==> config.mk <==
export PLATFORM = sky130hd
export DESIGN_NAME = ajuste_bcd_campo
export DESIGN_NICKNAME = d
export VERILOG_FILES = /design/src/rtl/rtc_ajuste_pkg.sv /design/src/rtl/bcd_step.sv /design/src/rtl/ajuste_bcd_campo.sv
export SDC_FILE = /design/constraint.sdc
export NUM_CORES = 1
export LEC_CHECK = 0
export ABC_AREA = 1
export CORE_MARGIN = 10
export CORE_UTILIZATION = 51
export DETAILED_ROUTE_END_ITERATION = 8
export PLACE_DENSITY = 0.81
export SLEW_MARGIN = 20
export SYNTH_ARGS = -nofsm -noshare
export SYNTH_HDL_FRONTEND = slang
export SYNTH_SLANG_ARGS = --single-unit
==> constraint.sdc <==
create_clock -name clk -period 3 [get_ports clk]
set_clock_uncertainty 0.1 [all_clocks]
set_input_delay 0.6 -clock clk [delete_from_list [all_inputs] [get_ports clk]]
set_output_delay 0.6 -clock clk [all_outputs]
set_load 0.02 [all_outputs]
==> src/rtl/rtc_ajuste_pkg.sv <==
// Shared definitions for the RTC field-edit stage: field codes, FSM states,
// per-field BCD limits and small BCD helpers.
package rtc_ajuste_pkg;

  localparam logic [3:0] SEL_SEG    = 4'd0;
  localparam logic [3:0] SEL_MIN    = 4'd1;
  localparam logic [3:0] SEL_HORA   = 4'd2;
  localparam logic [3:0] SEL_DAY    = 4'd3;
  localparam logic [3:0] SEL_MONTH  = 4'd4;
  localparam logic [3:0] SEL_YEAR   = 4'd5;
  localparam logic [3:0] SEL_SEG_T  = 4'd6;
  localparam logic [3:0] SEL_MIN_T  = 4'd7;
  localparam logic [3:0] SEL_HORA_T = 4'd8;

  typedef enum logic [1:0] {IDLE, CAPTURE, EDIT, WRITE} state_t;

  localparam logic [7:0] MIN_ZERO      = 8'h00;
  localparam logic [7:0] MAX_SEG       = 8'h59;
  localparam logic [7:0] MIN_DAY       = 8'h01;
  localparam logic [7:0] MAX_DAY       = 8'h31;
  localparam logic [7:0] MAX_DAY_SHORT = 8'h30;
  localparam logic [7:0] MAX_DAY_FEB   = 8'h28;
  localparam logic [7:0] MAX_DAY_LEAP  = 8'h29;
  localparam logic [7:0] MIN_MONTH     = 8'h01;
  localparam logic [7:0] MAX_MONTH     = 8'h12;

  function automatic logic bcd_valid(input logic [7:0] v);
    return (v[7:4] <= 4'd9) && (v[3:0] <= 4'd9);
  endfunction

  // Divisible by 4 iff (2*tens + ones) mod 4 == 0; only tens[0] and ones[1:0] matter.
  function automatic logic bcd_leap(input logic [7:0] y);
    logic [1:0] s;
    s = y[1:0] + {y[4], 1'b0};
    return s == 2'b00;
  endfunction

endpackage

==> src/rtl/bcd_step.sv <==
// Combinational two-digit packed-BCD +1/-1 with wrap between min_v and max_v.
module bcd_step (
  input  logic [7:0] val,
  input  logic [7:0] min_v,
  input  logic [7:0] max_v,
  input  logic       up,
  input  logic       down,
  output logic [7:0] nxt
);

  // NOTE: every output of a combinational block gets a default first, so no path can infer a latch.
  always_comb begin
    nxt = val;
    if (up && !down) begin
      // >= so a value left above a shrunken maximum still wraps on the next up-step
      if (val >= max_v)            nxt = min_v;
      else if (val[3:0] == 4'd9)   nxt = {val[7:4] + 4'd1, 4'd0};
      else                         nxt = {val[7:4], val[3:0] + 4'd1};
    end else if (down && !up) begin
      if (val <= min_v)            nxt = max_v;
      else if (val[3:0] == 4'd0)   nxt = {val[7:4] - 4'd1, 4'd9};
      else                         nxt = {val[7:4], val[3:0] - 4'd1};
    end
  end

endmodule

==> src/rtl/ajuste_bcd_campo.sv <==
// Field edit stage: capture a BCD field, step it with per-field wrap, emit a write pulse.
// Optional macro DAY_LIMIT_MONTH_EN: day maximum follows month_bcd/year_bcd.
module ajuste_bcd_campo
  import rtc_ajuste_pkg::*;
#(
  parameter logic [7:0] HORA_MAX = 8'h23,
  parameter logic [7:0] YEAR_MAX = 8'h99
) (
  input  logic       clk,
  input  logic       reset,
  input  logic [7:0] Ld_BCD,
  input  logic [3:0] sel_LD,
  input  logic [7:0] month_bcd,
  input  logic [7:0] year_bcd,
  input  logic       edit_start,
  input  logic       btn_up,
  input  logic       btn_down,
  input  logic       edit_commit,
  input  logic       edit_cancel,
  output logic [7:0] bcd_out,
  output logic       busy,
  output logic       wr_pulse,
  output logic [7:0] wr_data,
  output logic [3:0] wr_sel
);

  state_t     state;
  logic [3:0] sel_q;
  logic [7:0] val;
  logic [7:0] day_max;
  logic [7:0] fmin, fmax;
  logic [7:0] ld_fix, cap_val, step_val;
  logic       step_up, step_down;

`ifdef DAY_LIMIT_MONTH_EN
  always_comb begin
    case (month_bcd)
      8'h02:                      day_max = bcd_leap(year_bcd) ? MAX_DAY_LEAP : MAX_DAY_FEB;
      8'h04, 8'h06, 8'h09, 8'h11: day_max = MAX_DAY_SHORT;
      default:                    day_max = MAX_DAY;
    endcase
  end
`else
  logic unused_calendar;
  assign unused_calendar = ^{month_bcd, year_bcd};
  assign day_max = MAX_DAY;
`endif

  // Limits follow the latched field code; unknown codes fall back to the seconds range.
  always_comb begin
    fmin = MIN_ZERO;
    fmax = MAX_SEG;
    case (sel_q)
      SEL_HORA, SEL_HORA_T: fmax = HORA_MAX;
      SEL_DAY:   begin fmin = MIN_DAY;   fmax = day_max;   end
      SEL_MONTH: begin fmin = MIN_MONTH; fmax = MAX_MONTH; end
      SEL_YEAR:  fmax = YEAR_MAX;
      default: ;
    endcase
  end

  always_comb begin
    ld_fix = Ld_BCD;
    if (sel_q == SEL_HORA) ld_fix[7] = 1'b0;
    cap_val = (!bcd_valid(ld_fix) || ld_fix < fmin || ld_fix > fmax) ? fmin : ld_fix;
  end

  // Buttons only act in EDIT and never in a commit or cancel cycle.
  assign step_up   = btn_up   && (state == EDIT) && !edit_commit && !edit_cancel;
  assign step_down = btn_down && (state == EDIT) && !edit_commit && !edit_cancel;

  bcd_step u_step (
    .val   (val),
    .min_v (fmin),
    .max_v (fmax),
    .up    (step_up),
    .down  (step_down),
    .nxt   (step_val)
  );

  // NOTE: sequential state uses non-blocking assignments so every register samples pre-edge values.
  always_ff @(posedge clk or negedge reset) begin
    if (!reset) begin
      state    <= IDLE;
      sel_q    <= 4'h0;
      val      <= 8'h00;
      busy     <= 1'b0;
      wr_pulse <= 1'b0;
      wr_data  <= 8'h00;
      wr_sel   <= 4'h0;
    end else begin
      wr_pulse <= 1'b0;
      case (state)
        IDLE: if (edit_start) begin
          state <= CAPTURE;
          sel_q <= sel_LD;
          busy  <= 1'b1;
        end
        CAPTURE: begin
          val   <= cap_val;
          state <= EDIT;
        end
        EDIT: begin
          if (edit_cancel) begin
            state <= IDLE;
            busy  <= 1'b0;
          end else if (edit_commit) begin
            state    <= WRITE;
            wr_pulse <= 1'b1;
            wr_data  <= val;
            wr_sel   <= sel_q;
          end else begin
            val <= step_val;
          end
        end
        WRITE: begin
          state <= IDLE;
          busy  <= 1'b0;
        end
        default: begin
          state <= IDLE;
          busy  <= 1'b0;
        end
      endcase
    end
  end

  assign bcd_out = val;

endmodule

# After elaboration in Yosys (flattened, before gate mapping)
# Cells that the tools add are included.
# word_totals
reg_bits,28
input_bits,35
out_inout_bits,22
elab_cells,87
# classes
add_sub_neg,4
order_cmp,6
eq_ne,17
mux,23
bitwise_logic,1
n_reduce_logical,28
# ops
cell,n
2-to-1 mux 8 bit,9
one-hot mux 8 bit (4 select lines),1
one-hot mux 8 bit (2 select lines),1
logical AND 1 bit,9
"adder 4 x 1 -> 4 bit, second input constant",2
"== test 4 x 2 -> 1 bit, second input constant",2
"== test 4 x 3 -> 1 bit, second input constant",2
"== test 4 bit, second input constant",2
>= comparator 8 bit,1
> comparator 8 bit,1
"<= comparator 4 bit, second input constant",2
<= comparator 8 x 1 -> 1 bit,1
< comparator 8 bit,1
"!= test 2 bit, second input constant",4
one-hot mux 2 bit (4 select lines),1
"subtractor 4 x 1 -> 4 bit, second input constant",2
2-to-1 mux 1 bit,7
2-to-1 mux 2 bit,3
AND reduction 3 bit,2
AND reduction 6 bit,1
logical NOT 1 bit,5
"== test 2 bit, second input constant",2
logical NOT 4 bit,1
"!= test 4 x 1 -> 1 bit, second input constant",1
other kinds (13),16

# Depth between registers and ports, before layout
# logic_depth
ltp_word,11
depth_mapped,19
depth_no_buf,19

# Hierarchy
# From an unflattened synthesis, not the netlist that was laid out.
# unflattened
hier_cells,399
area_unflattened_um2,2648.8
# by_module_without_submodules
module,instances,cells_each,area_per_inst_um2,seq_area_each_um2
ajuste_bcd_campo,1,206,1574.0,700.7
bcd_step,1,193,1074.8,0.0

# Least setup slack after synthesis
# OpenSTA, ideal clock, no wires.
# synth_timing
path_kind,register to register
startpoint,register sel_q[2]
endpoint,register val[5] (netlist: bcd_out[5])
setup_time_ps,117
arrival_time_ps,1936
t_required_ps,2783
slack_ps,847
stages_incl_launch_ff,15
path_buffers,0
period_less_slack_ps,2153
path_cell_list,dfrtp_1 -> nor2_2 -> nand2_2 -> nand2_1 -> nor2_1 -> ha_1 -> nand2_1 -> nor2_1 -> nand2_1 -> nand4_1 -> nand2_1 -> nor2_4 -> inv_2 -> nand2_1 -> nand2_1
# synth_between
elab_chain_len,10
elab_cells_between_ends,30
classes_between,5 x order compare; 7 x eq/ne; 11 x mux; 7 x reduce/logical
# synth_rtl
element,line_no,rtl
from (decl),ajuste_bcd_campo.sv:28,logic [3:0] sel_q;
from (signal assigned),ajuste_bcd_campo.sv:96,sel_q <= sel_LD;
== test 4 x 3 -> 1 bit / == test 4 x 2 -> 1 bit (equally long branches),ajuste_bcd_campo.sv:53,case (sel_q)
OR reduction 2 bit (no line),n/a,
2-to-1 mux 1 bit,ajuste_bcd_campo.sv:53,
<= comparator 8 x 1 -> 1 bit,bcd_step.sv:20,if (val <= min_v) nxt = max_v;
2-to-1 mux 8 bit,bcd_step.sv:20,
2-to-1 mux 8 bit,bcd_step.sv:19,end else if (down && !up) begin
2-to-1 mux 8 bit,bcd_step.sv:14,if (up && !down) begin
2-to-1 mux 8 bit,ajuste_bcd_campo.sv:107,end else if (edit_commit) begin
2-to-1 mux 8 bit,ajuste_bcd_campo.sv:104,if (edit_cancel) begin
one-hot mux 8 bit (2 select lines),ajuste_bcd_campo.sv:93,case (state)
to (signal assigned),ajuste_bcd_campo.sv:100,val <= cap_val;
to (signal assigned),ajuste_bcd_campo.sv:113,val <= step_val;
to (decl),ajuste_bcd_campo.sv:29,logic [7:0] val;
# Several ways; a longest one is shown, not always the timed one. The select of a mux whose other input is x is not followed.
# A chain may end at the register's enable or synchronous reset.

# Final worst setup path
# layout_timing
startpoint,register sel_q[0]
endpoint,register val[5] (netlist: bcd_out[5])
# Same word-level chain as after synthesis.

==> flow_metrics.tcl <==
set metrics [dict create \
    arrival_ns 2.71 \
    outcome "completed" \
    min_period_over_period 0.877 \
    crit_chain "nor2_2 -> nand3_1 -> nand2_1 -> nor2_1 -> ha_1 -> nand2_1 -> nor2_1 -> nand2_1 -> nand4_1 -> nand2_1 -> nor2_4 -> inv_2 -> nand2_1 -> nand2_1" \
    yosysTopAreaCell "dfrtp_1" \
    grt_max_degree 29 \
    synth_area_um2 2430 \
    synth_enable_flop_cells 0 \
    setup_violations 0 \
    clkSinkCount 28 \
    post_cts_buffers 0 \
    powerDensity_nw_per_um2 976 \
    synth.avg_cell_area_um2 6.70 \
    insertedDiodeCount 0 \
    multi_input_area_um2 1510 \
    hold_violations 0 \
    ys_seq_area_frac 0.288 \
    fillers 453 \
    vias 2443 \
    synth_most_common_cell "nand2_1" \
    register_area_um2 701 \
    cts_made_buffers 3 \
    io_pins 57 \
    ant_nets 0 \
    fin_area_um2 2960 \
    crit_path_frequent_cell "nand2_1" \
    crit_path_max_fanout 8 \
    dpl.hpwl_um 4850 \
    worst_slew_pin_slew_ns 0.453 \
    fmax_ghz 0.380 \
    start_util 0.522 \
    synth_commonest_cells "113 x nand2_1, 42 x inv_1, 37 x nand3_1" \
    hold_depth 2 \
    hp-class "reg -> reg" \
    critPathLaunch "sel_q[0]" \
    crit_slowest_cell "dfrtp_1" \
    globalRouteTotalUtil 0.162 \
    drtIter0Drc 256 \
    cp_slowest_stage_delay_ns 0.48 \
    startpoint_type "flip-flop" \
    crit_required_ns 3.08 \
    dr.pass1.iters 5 \
    ir_worst_vdd_mv 0.456 \
    min_from "wr_data[3]" \
    cts_tree "built" \
    cts_hold_buf 0 \
    grt_remaining_overflow 0 \
    synth_nets 424 \
    synth_area_leaders "dfrtp_1 29%, nand2_1 17%, ha_1 13%" \
    viasPerCell 5.33 \
    end_kind "flip-flop" \
    die_h_um 89.1 \
    synth_top_area_share 0.288 \
    yosys_warnings 0 \
    antenna_found_initial 0 \
    die_w_um 89.1 \
    layout-drive-gt1-share 0.0817 \
    drv_slew 0 \
    wire_per_inst_um 13.6 \
    routed_wl_um 6240 \
    synth_cell_types 24 \
    rsz0062_at_grt "false" \
    drc 0 \
    dieArea_um2 7930 \
    cts-root-buf "clkbuf_8" \
    worst-r2r-cell-count 14 \
    fin_cells 458 \
    crit_type "reg -> reg" \
    r2r-start "sel_q[0]" \
    clk_latency_ns 0.29 \
    h-tree-depth 1 \
    final.setup.tns_ns 0 \
    clk_pin_slew_ns 0.11 \
    placed_area_um2 2890 \
    gp_congestion 0.910 \
    dp.cells 454 \
    layout.nets 466 \
    synth_top_flop_cell "dfrtp_1" \
    period_needed_ns 2.63 \
    syn_inst 363 \
    clockBufferDepth 2 \
    rows 25 \
    grt_pass1_wl_um 10600 \
    fin_hold_ws_ns 0.378 \
    ys_seq_elements 28 \
    leakagePower_nw 1.56 \
    cap_violations 0 \
    core-area_um2 4660 \
    synthArstFlopShare 1.00 \
    post_cts_resized 0 \
    max_slew_margin 0.697 \
    area_delta_synth_final_pct 21.8 \
    grt_pass1_vias 2389 \
    portBuffers 40 \
]
## worst paths after layout
check / slack (ns) / end
worst max-delay path: 0.37 / bcd_out[5]
worst min-delay path: 0.38 / wr_data[3]
worst max register to register: 0.37 / bcd_out[5]
max in group asynchronous: 1.95 / bcd_out[4]
min in group asynchronous: 0.59 / wr_data[0]
worst min register to register: 0.38 / wr_data[3]
## area by class of cell
type,count,area share
multi-input combinational,278,0.508
sequential,28,0.236
timing repair buffer,44,0.145
inverter,50,0.0633
tap,54,0.0228
clock buffer,3,0.0139
clock inverter,1,0.0101
## routing by layer
metal / global-route usage / vias up / wire length (um)
met4: 0.0506 / 0 / 133
met1: 0.206 / 1098 / 2790
met3: 0.0219 / 17 / 377
met5: 0 / - / 0
met2: 0.278 / 77 / 2950
li1: - / 1251 / -
## worst max-delay path: cells and delay by family (launching register included)
| kind | cells | cell delay [ns] |
|---|---|---|
| adder cells (fa/ha/maj) | 1 | 0.31 |
| buffers and inverters | 1 | 0.07 |
| flip-flops | 1 | 0.48 |
| AND/OR/NAND/NOR | 12 | 1.57 |
## where the power goes
part | switching, mW | internal (mW) | leakage (nW) | total, mW
clock network | 0.133 | 0.179 | 0.0357 | 0.312
registers | 0.170 | 0.530 | 0.354 | 0.700
logic | 1.16 | 0.721 | 1.17 | 1.88
total | 1.46 | 1.43 | 1.56 | 2.89
## kinds of logic (layout without fill, tap and decap cells)
family,after synthesis,count (layout),share of synthesized area
DFF,28,28,0.288
xor gates and xnor gates,4,4,0.0144
and+or+nand+nor,209,209,0.382
buffers and inverters,57,98,0.0931
AOI/OAI and AO/OA,39,39,0.0890
adders and majority gates,26,26,0.134
## flip-flops by register name, summed over array words and instances (netlist names)
register	cells
bcd_out	8
busy	1
sel_q	4
state	2
wr_data	8
wr_pulse	1
wr_sel	4
## through the flow
step	utilization	total power, mW	worst slack, ns
2_1_floorplan	-	1.98	0.847
3_3_place_gp	0.620	2.52	0.278
3_5_place_dp	0.620	2.56	0.252
4_1_cts	0.636	2.88	0.400
5_1_grt	0.636	3.17	0.187
6_report	0.636	2.89	0.370
## cell usage in the layout, fill, tap and decap left out, drive strengths merged
master,instances
o21ai,22
dfrtp,28
xnor2,3
clkdlybuf4s50,40
clkbuf,3
ha,26
nand2,120
o211ai,1
xor2,1
nand3b,2
a21o,3
bufinv,1
nand4,12
buf,4
nor2,38
inv,50
o31ai,2
a21oi,10
nand3,37
a21boi,1
No activity file was read; power rests on OpenSTA's default activity.
